--- config.mk ---
export PLATFORM = sky130hd
export DESIGN_NAME = fib_check_sequencer_flat
export DESIGN_NICKNAME = d
export VERILOG_FILES = /design/src/rtl/fib_check_sequencer_if.sv /design/src/rtl/fib_check_sequencer.sv /design/src/flat_wrapper.sv
export SDC_FILE = /design/constraint.sdc
export NUM_CORES = 1
export LEC_CHECK = 0
export CAP_MARGIN = 20
export CELL_PAD_IN_SITES_DETAIL_PLACEMENT = 1
export CELL_PAD_IN_SITES_GLOBAL_PLACEMENT = 1
export CORE_UTILIZATION = 51
export DETAILED_ROUTE_END_ITERATION = 12
export DONT_BUFFER_PORTS = 1
export GPL_TIMING_DRIVEN = 1
export HOLD_SLACK_MARGIN = 0.05
export PLACE_DENSITY = 0.93
export SLEW_MARGIN = 40
export SYNTH_ARGS = -nofsm -noshare
export SYNTH_HDL_FRONTEND = slang
export SYNTH_SLANG_ARGS = --single-unit
--- constraint.sdc ---
create_clock -name clock -period 6.38 [get_ports clock]
set_input_delay 1.276 -clock clock [delete_from_list [all_inputs] [get_ports clock]]
set_output_delay 1.276 -clock clock [all_outputs]
set_load 0.01 [all_outputs]
--- src/rtl/fib_check_sequencer_if.sv ---
// Request/result handshake bundle for the Fibonacci check sequencer.
// The requester owns start/word/abort; the sequencer owns status and result.
interface fib_check_sequencer_if #(
   parameter int IDX_W = 5
);
   logic             start;
   logic [31:0]      user_word;
   logic             abort;
   logic             ready;
   logic             busy;
   logic             done;
   logic             win;
   logic [IDX_W-1:0] fail_index;

   modport master (
      output start, user_word, abort,
      input  ready, busy, done, win, fail_index
   );

   modport slave (
      input  start, user_word, abort,
      output ready, busy, done, win, fail_index
   );
endinterface

--- src/rtl/fib_check_sequencer.sv ---
// Sequencer for the 4-bit Fibonacci check datapath: one pass per request,
// comparing the datapath sequence bit against a latched candidate word.
module fib_check_sequencer #(
   parameter int N_BITS      = 32,
   parameter int IDX_W       = 5,
   parameter bit EARLY_ABORT = 1'b1
) (
   input  logic                 clock,
   input  logic                 reset,
   fib_check_sequencer_if.slave bus,
   output logic                 dp_init,
   output logic                 dp_en_r1,
   output logic                 dp_en_r2,
   output logic [IDX_W-1:0]     dp_idx,
   input  logic                 dp_bit
);

   typedef enum logic [1:0] {
      IDLE,
      INIT,
      RUN,
      DONE
   } state_t;

   state_t           state_q;
   state_t           state_d;
   logic [IDX_W-1:0] idx_q;
   logic [IDX_W-1:0] idx_d;
   logic [31:0]      word_q;
   logic             mis_q;
   logic [IDX_W-1:0] first_q;
   logic             win_q;
   logic [IDX_W-1:0] fail_q;

   logic accept;
   logic mis_now;
   logic last;
   logic to_done;
   logic ready;
   logic busy;
   logic done;

   assign accept  = (state_q == IDLE) && bus.start;
   assign mis_now = (state_q == RUN) && (dp_bit != word_q[idx_q]);
   assign last    = (idx_q == IDX_W'(N_BITS - 1));
   assign to_done = (state_q == RUN) && (state_d == DONE);

   always_comb begin
      state_d  = state_q;
      idx_d    = idx_q;
      ready    = 1'b0;
      busy     = 1'b0;
      done     = 1'b0;
      dp_init  = 1'b0;
      dp_en_r1 = 1'b0;
      dp_en_r2 = 1'b0;
      dp_idx   = '0;
      unique case (state_q)
         IDLE: begin
            ready = 1'b1;
            if (bus.start) begin
               state_d = INIT;
               idx_d   = '0;
            end
         end
         INIT: begin
            busy     = 1'b1;
            dp_init  = 1'b1;
            dp_en_r1 = 1'b1;
            idx_d    = '0;
            state_d  = bus.abort ? IDLE : RUN;
         end
         RUN: begin
            busy     = 1'b1;
            dp_idx   = idx_q;
            dp_en_r1 = idx_q[2];
            dp_en_r2 = ~idx_q[2];
            if (bus.abort) begin
               state_d = IDLE;
            end else if (last || (EARLY_ABORT && mis_now)) begin
               state_d = DONE;
            end else begin
               idx_d = idx_q + 1'b1;
            end
         end
         DONE: begin
            done    = 1'b1;
            state_d = IDLE;
         end
         default: state_d = IDLE;
      endcase
   end

   // Mismatch tracking is internal; the visible result moves only on DONE entry.
   always_ff @(posedge clock or posedge reset) begin
      if (reset) begin
         state_q <= IDLE;
         idx_q   <= '0;
         word_q  <= '0;
         mis_q   <= 1'b0;
         first_q <= '0;
         win_q   <= 1'b0;
         fail_q  <= '0;
      end else begin
         state_q <= state_d;
         idx_q   <= idx_d;
         if (accept) begin
            word_q  <= bus.user_word;
            mis_q   <= 1'b0;
            first_q <= '0;
            win_q   <= 1'b0;
            fail_q  <= '0;
         end else begin
            if (mis_now && !mis_q) begin
               mis_q   <= 1'b1;
               first_q <= idx_q;
            end
            if (to_done) begin
               win_q  <= ~(mis_q | mis_now);
               fail_q <= (mis_now && !mis_q) ? idx_q : first_q;
            end
         end
      end
   end

   assign bus.ready      = ready;
   assign bus.busy       = busy;
   assign bus.done       = done;
   assign bus.win        = win_q;
   assign bus.fail_index = fail_q;

endmodule

--- src/flat_wrapper.sv ---
// flat-port wrapper written by rule: the top's interface ports become plain ports
module fib_check_sequencer_flat 
#(
   parameter int N_BITS      = 32,
   parameter int IDX_W       = 5,
   parameter bit EARLY_ABORT = 1'b1
)
  (clock, reset, dp_init, dp_en_r1, dp_en_r2, dp_idx, dp_bit, bus_start, bus_user_word, bus_abort, bus_ready, bus_busy, bus_done, bus_win, bus_fail_index);
  fib_check_sequencer_if #(.IDX_W(IDX_W)) bus_i ();
  input  logic clock;
  input  logic reset;
  output logic dp_init;
  output logic dp_en_r1;
  output logic dp_en_r2;
  output logic [IDX_W-1:0] dp_idx;
  input  logic dp_bit;
  input wire logic [$bits(bus_i.start)-1:0] bus_start;
  input wire logic [$bits(bus_i.user_word)-1:0] bus_user_word;
  input wire logic [$bits(bus_i.abort)-1:0] bus_abort;
  output wire logic [$bits(bus_i.ready)-1:0] bus_ready;
  output wire logic [$bits(bus_i.busy)-1:0] bus_busy;
  output wire logic [$bits(bus_i.done)-1:0] bus_done;
  output wire logic [$bits(bus_i.win)-1:0] bus_win;
  output wire logic [$bits(bus_i.fail_index)-1:0] bus_fail_index;
  assign bus_i.start = bus_start;
  assign bus_i.user_word = bus_user_word;
  assign bus_i.abort = bus_abort;
  assign bus_ready = bus_i.ready;
  assign bus_busy = bus_i.busy;
  assign bus_done = bus_i.done;
  assign bus_win = bus_i.win;
  assign bus_fail_index = bus_i.fail_index;
  fib_check_sequencer #(.N_BITS(N_BITS), .IDX_W(IDX_W), .EARLY_ABORT(EARLY_ABORT)) u_core (.clock(clock), .reset(reset), .bus(bus_i), .dp_init(dp_init), .dp_en_r1(dp_en_r1), .dp_en_r2(dp_en_r2), .dp_idx(dp_idx), .dp_bit(dp_bit));
endmodule
-- Word level (Yosys, flattened, before mapping)
Index checks and enable logic that the tools add are counted.
- bits in registers: 51
- input bits: 37
- logic and storage cells: 59
- add/subtract/negate cells: 1
- order comparisons: 1
- equality and inequality tests: 9
- muxes and demuxes: 26
- bitwise gates (word level): 3
- reduce and logical (&&, ||, !) cells: 12
- operators with widths (kind ; number):
    $mux W5 ; 8
    $pmux W5 S3 ; 1
    $mux W1 ; 10
    $mux W2 ; 4
    $pmux W2 S4 ; 1
    $eq A2 B2 Y1 const B ; 3
    $lt A5 B6 Y1 const B ; 1
    $ne A2 B2 Y1 const B ; 3
    $add A5 B1 Y5 const B ; 1
    $bmux W1 S5 ; 1
    $eq A5 B5 Y1 const B ; 1
    $logic_and A1 B1 Y1 ; 4
    $reduce_and A4 Y1 ; 1
    $reduce_bool A2 Y1 ; 2
    $reduce_bool A3 Y1 ; 1
    $eq A2 B1 Y1 const B ; 1
    $logic_not A2 Y1 ; 1
    $not A1 Y1 ; 2
    $pmux W1 S2 ; 1
    $reduce_or A2 Y1 ; 1
    $logic_not A1 Y1 ; 1
    $logic_or A1 B1 Y1 ; 1
    $ne A1 B1 Y1 ; 1
    $or A1 B1 Y1 ; 1

-- Logic depth before layout (Yosys ltp)
- depth in word-level cells: 12
- gate-level depth with buffers: 11
- depth with buffers taken out: 7

-- Least setup slack after synthesis
No wires, ideal clock.
- path kind: reg-to-output
- from: register u_core.state_q[0]
- to: output port dp_en_r2
- arrival time: 1348 ps
- data required time: 5104 ps
- slack: 3756 ps
- stages on the path, launching flop included: 6
- buffers on the path: 2
- path through: dfrtp_1 -> inv_1 -> ha_1 -> clkbuf_1 -> clkbuf_1 -> nor2b_1
- word-level cells in the longest chain between the ends: 2
- ends and longest elaborated chain (element ; line ; text):
    start: declaration ; fib_check_sequencer.sv:25 ; state_t state_q;
    start signal: assignment ; fib_check_sequencer.sv:105 ; state_q <= state_d;
    $eq A2 B2 Y1 ; fib_check_sequencer.sv:58 ; unique case (state_q)
    $mux W1 ; fib_check_sequencer.sv:58 ;
    end: declaration ; flat_wrapper.sv:14 ; output logic dp_en_r2;
No other way between the ends.

-- Final worst setup path
- from: register u_core.state_q[0]
- to: output port dp_en_r1
- word-level cells in the longest chain between the ends: 2
- ends and longest elaborated chain (element ; line ; text):
    $eq A2 B2 Y1 or $eq A2 B1 Y1 (tied branches) ; fib_check_sequencer.sv:58 ;
    $pmux W1 S2 (*) ; fib_check_sequencer.sv:58 ;
    end: declaration ; flat_wrapper.sv:13 ; output logic dp_en_r1;
Every way passes the cells marked *; elsewhere a longest branch is shown, timed or not.

==> run metrics <==
Worst-path clk slew=0.09 ns; HPWL Detailed=4410 microns; WP data arrival=around 1.9 ns; Pwr Density=421 nW/um^2; Syn Inst Count=289; Critical Path End Type=output pin; CTS tree=yes; max_cap viols=0; ys async rst share=1.00; met3 Track Usage GR=0.0528; Hold Vio Cnt, Final=0; Pre-antenna DRT Iters=4; die area=5510 sq um; internal power=711 uW; clock latency on the worst-skew pair=0.30 ns; Iteration-0 DRC Markers=135; Post-synth EDFFs=0; vias per cell=5.62; Diodes inserted=0; Critical Path Fanout Max=18; Slew HR=0.583; Period minus WS final=about 3.1 ns; R2R Path Start=u_core.idx_q[2]$_DFFE_PP0P_; Buf/Inv on CP=1; final std cells w/o fill=347; crit path kind=reg2out; Max IR drop VDD=approximately 0.18 mV; synthesis-stage register bit count=51; TritonCTS buffer count=5; Layout Skew=0.0120 ns; post-route DRC violation count=0; Final Slew Violations=0; Crit path largest cell delay=about 0.52 ns; CTS max path bufs=2; CP Cell Sequence=inv_1 > ha_1 > and2_1 > o21a_1; final period utilization=0.494; Setup-failing EPs final=0; Sw Ratio=0.387; die width=between 70 and 80 microns; sequential area share after synthesis=0.480; # resized after CTS=0; CP max stage cell=ha_1; Layout area overhead=3.72%; cts hold-fix bufs=0; combinational power share=0.355; layout cells sized above 1=0.0607; IO Pins=54; Post-Syn Area=2660 sq um; Worst Path Required=5.10 ns; chip height=74.2 microns; Initial Util=0.545; overall fraction of global-route tracks in use=0.243; drt total wl=6120 microns; row count=25; worst slew pin tran=0.625 ns; total congestion overflow=0; Root Driver=clkbuf_8; f_max=318 MHz; Pleak=between 1 and 1.5 nW; HP Class=reg2reg; Vias=1950; vias in the first global route=2098; initial antenna violation count=0; Seq pwr share=0.451; clk sinks=roughly 50; met1 usage=0.313; placed instance count=339; Setup crit start=u_core.state_q[0]$_DFF_PP0_; Worst setup SP type=register; syn_nets=332; TNS Setup=0 ns; CP delay by family, top=adder cells; Final Hold Slack=0.489 ns; largest net degree at the start of global routing=52; Core Footprint=about 4900 sq um; H-tree depth=2; setup bufs post-CTS=0; # port buffers=0; hold wc startpoint=u_core.word_q[31]$_DFFE_PP0P_; nets=roughly 320; Post-synth top flop=dfrtp_1; Mean Syn Cell Area=9.20 sq um; gr busiest metal=met2; met2 usage=0.411; Routed Antenna Nets=0; status=completed; first-pass GRT wire length=slightly below 10000 microns; YS warnings=0; total chip power=1.16 mW; Final GP Congestion=around 0.8; clock power share=0.194; WL per Instance=17.6 microns; RSZ-0062 raised after global routing=no; synth unique cells=40; P_sw=about 450 uW
[cell families (layout without fill, tap and decap cells)]
| group | after synthesis | in the layout | synth area share |
|---|---|---|---|
| xor+xnor | 1 | 1 | 0.00329 |
| fa+ha+maj | 6 | 6 | 0.0282 |
| mux | 32 | 32 | 0.126 |
| simple gates | 148 | 148 | 0.235 |
| buf+inv | 25 | 16 | 0.0517 |
| compound gates | 26 | 26 | 0.0767 |
| flops | 51 | 51 | 0.480 |
[cell usage in the layout, fill, tap and decap left out, types with 2 or more instances in the layout]
master / n
nand3_1: 9
and3_1: 2
dfrtp_1: 50
mux2_4: 2
nor2_1: 11
a211oi_1: 2
clkbuf_8: 5
inv_1: 5
mux2i_1: 29
nor2b_1: 4
buf_4: 2
nor3b_1: 3
a22oi_1: 4
and2_1: 8
nand2_1: 107
a22o_1: 3
ha_1: 6
a21oi_1: 5
[state kept, by name (all words and copies together), names as in the netlist]
register / count
u_core.word_q: 32
u_core.mis_q: 1
u_core.idx_q: 5
u_core.bus.win: 1
u_core.state_q: 2
u_core.first_q: 5
u_core.bus.fail_index: 5
[layer usage]
| metal | part of all wire | wire (microns) |
|---|---|---|
| met1 | 0.45 | 2770 |
| met5 | 0 | 0 |
| met2 | 0.49 | 2990 |
| met4 | 0.018 | 108 |
| met3 | 0.041 | 250 |
[layout make-up]
class	count	area, sq um
Sequential cell	51	1280
Fill cell	594	2120
Tap cell	67	83.8
Multi-Input combinational cell	213	1250
Clock inverter	2	38.8
Clock buffer	6	72.6
Inverter	6	25.0
Timing Repair Buffer	2	15.0
[worst paths after layout]
kind | end | slack (ns) | cells past startpoint
max | dp_en_r1 | 3.23 | 4
min | u_core.word_q[31]$_DFFE_PP0P_ | 0.49 | 2
max reg2reg | u_core.bus.fail_index[3]$_DFFE_PP0P_ | 3.63 | 7
min reg2reg | u_core.word_q[31]$_DFFE_PP0P_ | 0.49 | 2
max in group asynchronous | u_core.idx_q[0]$_DFFE_PP0P_ | 5.00 | 1
min in group asynchronous | u_core.bus.fail_index[4]$_DFFE_PP0P_ | 0.91 | 1
[synth_stat cells, types with 2 or more instances]
| cell type | n | area share |
|---|---|---|
| nand2_1 | 107 | 0.15 |
| dfrtp_1 | 51 | 0.48 |
| mux2i_1 | 29 | 0.11 |
| clkbuf_1 | 11 | 0.016 |
| nor2_1 | 11 | 0.016 |
| nand3_1 | 9 | 0.017 |
| and2_1 | 8 | 0.019 |
| ha_1 | 6 | 0.028 |
| inv_1 | 6 | 0.0085 |
| a21oi_1 | 5 | 0.0094 |
| a22oi_1 | 4 | 0.011 |
| nor2b_1 | 4 | 0.0094 |
| a22o_1 | 3 | 0.0099 |
| buf_6 | 3 | 0.013 |
| nor3b_1 | 3 | 0.0085 |
| a211oi_1 | 2 | 0.0056 |
| and3_1 | 2 | 0.0047 |
| buf_1 | 2 | 0.0028 |
| mux2_4 | 2 | 0.011 |
[worst register-to-register path: cells and delay by family (launching register included)]
family	cells	cell delay (ns)
multiplexers	3	0.94
AO/OA/AOI/OAI	1	0.16
AND/OR/NAND/NOR	3	0.87
flip-flops	1	0.66
[stage by stage]
stage	util	instance area, sq um	worst slack (ns)
after detailed placement	0.543	2650	3.55
after floorplan	-	2660	3.76
after CTS	0.565	2760	3.22
after global routing	0.565	2760	3.08
final	0.565	2760	3.23
after global placement	0.542	2640	3.47
[power groups by stage]
stage	combinational, mW	sequential, mW	clock, mW
after global routing	0.463	0.536	0.239
after global placement	0.388	0.522	0
after floorplan	0.362	0.489	0
after CTS	0.416	0.523	0.228
after detailed placement	0.415	0.528	0
final	0.412	0.524	0.225
No activity file was read; power rests on OpenSTA's default activity.
==> edit (config.mk and constraints unchanged) <==
Encoding of `state_t`: now one-hot (4 bits for 4 states).
--- a/src/rtl/fib_check_sequencer.sv
+++ b/src/rtl/fib_check_sequencer.sv
@@ -15,11 +15,11 @@
    input  logic                 dp_bit
 );
 
-   typedef enum logic [1:0] {
-      IDLE,
-      INIT,
-      RUN,
-      DONE
+   typedef enum logic [3:0] {
+      IDLE = 4'b0001,
+      INIT = 4'b0010,
+      RUN  = 4'b0100,
+      DONE = 4'b1000
    } state_t;
 
    state_t           state_q;
Behaviour: same outputs for any inputs over 10 cycles, from zero or initial values and one cycle with reset high; not proved beyond that.
==> edit against the unedited design <==
  * Count of clock-buffer cells in the layout grew 1
  * Area after synthesis shrank 3.3%
  * Wire length shrank 4.8%
  * Sequential share of layout area grew 3.0 points
  * Non-clock buffer count shrank 1
  * Sequential power shrank 1%
  * Critical path depth shrank 2
  * Design area shrank 2.3%
  * Sequential cell count grew 2
  * Synthesized cell count shrank 2.8%
  * Setup slack gained 150 ps
  * Power shrank 13%
  * Largest cell class unchanged
==> edit: results (changes against the unedited design) <==
| Metric | Value |
|---|---|
| Status | `complete, no violations (unchanged)` |
| Cell taking the most area after synthesis | `dfrtp_1 (unchanged)` |
| Vias in the first global route | `1962 (was 2098)` |
| ANT cells | `0 (unchanged)` |
| P_int | `0.637 mW (was 0.711 mW)` |
| Critical path arrival | `1730 ps (was 1870 ps)` |
| Post_cts resized | `0 (unchanged)` |
| Largest net degree at the start of global routing | `54 (was 52)` |
| Port bufs | `0 (unchanged)` |
| CP startpoint | `u_core.state_q[1] (was u_core.state_q[0])` |
| Worst VDD drop | `0.188 mV (was 0.175 mV)` |
| Total Routing Usage GR | `24.7% (was 24.3%)` |
| Synth top cells by count | `114 x nand2_1, 52 x dfrtp_1, 28 x mux2i_1, 11 x nor2_1 (was 107 x nand2_1, 51 x dfrtp_1, 29 x mux2i_1, 11 x clkbuf_1, 11 x nor2_1)` |
| Max Fanout on Critical Path | `7 (was 18)` |
| Reg-to-reg slack, setup | `3770 ps (was 3630 ps)` |
| RR Endpoint | `u_core.idx_q[1] (was u_core.bus.fail_index[3])` |
| Clock Latency Late Sink | `310 ps` |
| Clock Tree Buf Depth | `2 (unchanged)` |
| Nets | `314 (was 322)` |
| Max reg flops | `32 (unchanged)` |
| DP HPWL | `4160 µm (was 4410 µm)` |
| Syn_nets | `320 (was 332)` |
| Netlist cell types | `38 (was 40)` |
| Wire per inst | `17.0 µm (was 17.6 µm)` |
| Hold wc startpoint | `u_core.word_q[5] (was u_core.word_q[31])` |
| Largest Register | `u_core.word_q (unchanged)` |
| Asr flop ratio synth | `100% (unchanged)` |
| Hold depth | `2 (unchanged)` |
| First-pass DRT Iterations | `4 (unchanged)` |
| First-pass GRT wire length | `9760 µm (was 9950 µm)` |
| Skew final | `7.99 ps (was 12.0 ps)` |
| Yosys warning total | `0 (unchanged)` |
| Post-synthesis sequential area ratio | `51.6% (was 48.0%)` |
| Min-Delay Endpoint | `u_core.word_q[5] (was u_core.word_q[31])` |
| DR vias/cell | `5.57 (was 5.62)` |
| Launch point of the worst reg-to-reg path | `u_core.idx_q[1] (was u_core.idx_q[2])` |
| Fraction of layout cells with a size suffix above 1 | `6.18% (was 6.07%)` |
| Met2 Use GR | `40.4% (was 41.1%)` |
| Met1 track demand over resource | `32.0% (was 31.3%)` |
| Main area contributors after synthesis | `dfrtp_1 51%, nand2_1 17%, mux2i_1 11% (was dfrtp_1 48%, nand2_1 15%, mux2i_1 11%)` |
| Slew @ Worst Pin | `670 ps (was 625 ps)` |
| Clock slew at reported path FFs | `90 ps (about the same)` |
| Initial antenna violation count | `0 (unchanged)` |
| Placer Congestion | `0.810 (was 0.793)` |
| Initial drt markers | `103 (was 135)` |
| LEAKAGE | `1.35 nW (about the same)` |
| Met3 Use GR | `5.25% (was 5.28%)` |
[edit: power groups by stage]
stage,clock network [mW],logic [mW],registers [mW]
after floorplan,0,0.259,0.497
after global placement,0,0.289,0.518
after detailed placement,0,0.309,0.524
after CTS,0.192,0.311,0.517
after global routing,0.204,0.356,0.530
final,0.187,0.310,0.517
[edit: layout make-up]
| cell class | instances | area [µm²] |
|---|---|---|
| clock buffers | 7 | 86.3 |
| fillers | 549 | 2090 |
| inverters | 7 | 28.8 |
| multi-input cells | 207 | 1160 |
| flip-flops and latches | 53 | 1330 |
| well taps | 67 | 83.8 |
| repair buffers | 1 | 7.51 |
[edit: how the worst max path moves through the flow]
stage,to,slack (ps)
after global routing,dp_idx[2],3260
after CTS,dp_idx[4],3320
after global placement,u_core.idx_q[1],3440
after detailed placement,u_core.idx_q[1],3550
after floorplan,u_core.bus.fail_index[0],3820
final,dp_idx[4],3380
[edit: critical path, stage by stage, from the launching register on]
cell	delay [ps]
dfrtp_1	440
nor4b_2	650
and2_1	330
[edit: cell families (layout without fill, tap and decap cells)]
family,after synthesis,in the layout,synth area share (%)
compound gates,20,20,5.93
xor+xnor,1,1,0.341
fa+ha+maj,2,2,0.973
buf+inv,21,15,4.04
flops,53,53,51.6
mux,29,29,11.3
simple gates,155,155,25.8
[edit: through the flow]
step	worst slack, ps	total power [mW]	hold WS, ps	cells	instance area [µm²]
after floorplan	3820	0.756	445	281	2570
after detailed placement	3550	0.833	462	335	2600
after CTS	3320	1.02	484	342	2690
after global routing	3260	1.09	502	342	2700
after global placement	3440	0.808	458	335	2590
final	3380	1.01	480	342	2700
[edit: metal layers]
layer / wire, µm / vias up
met4: 135 / 0
met3: 264 / 12
met5: 0 / -
met1: 2550 / 935
li1: - / 904
met2: 2880 / 53
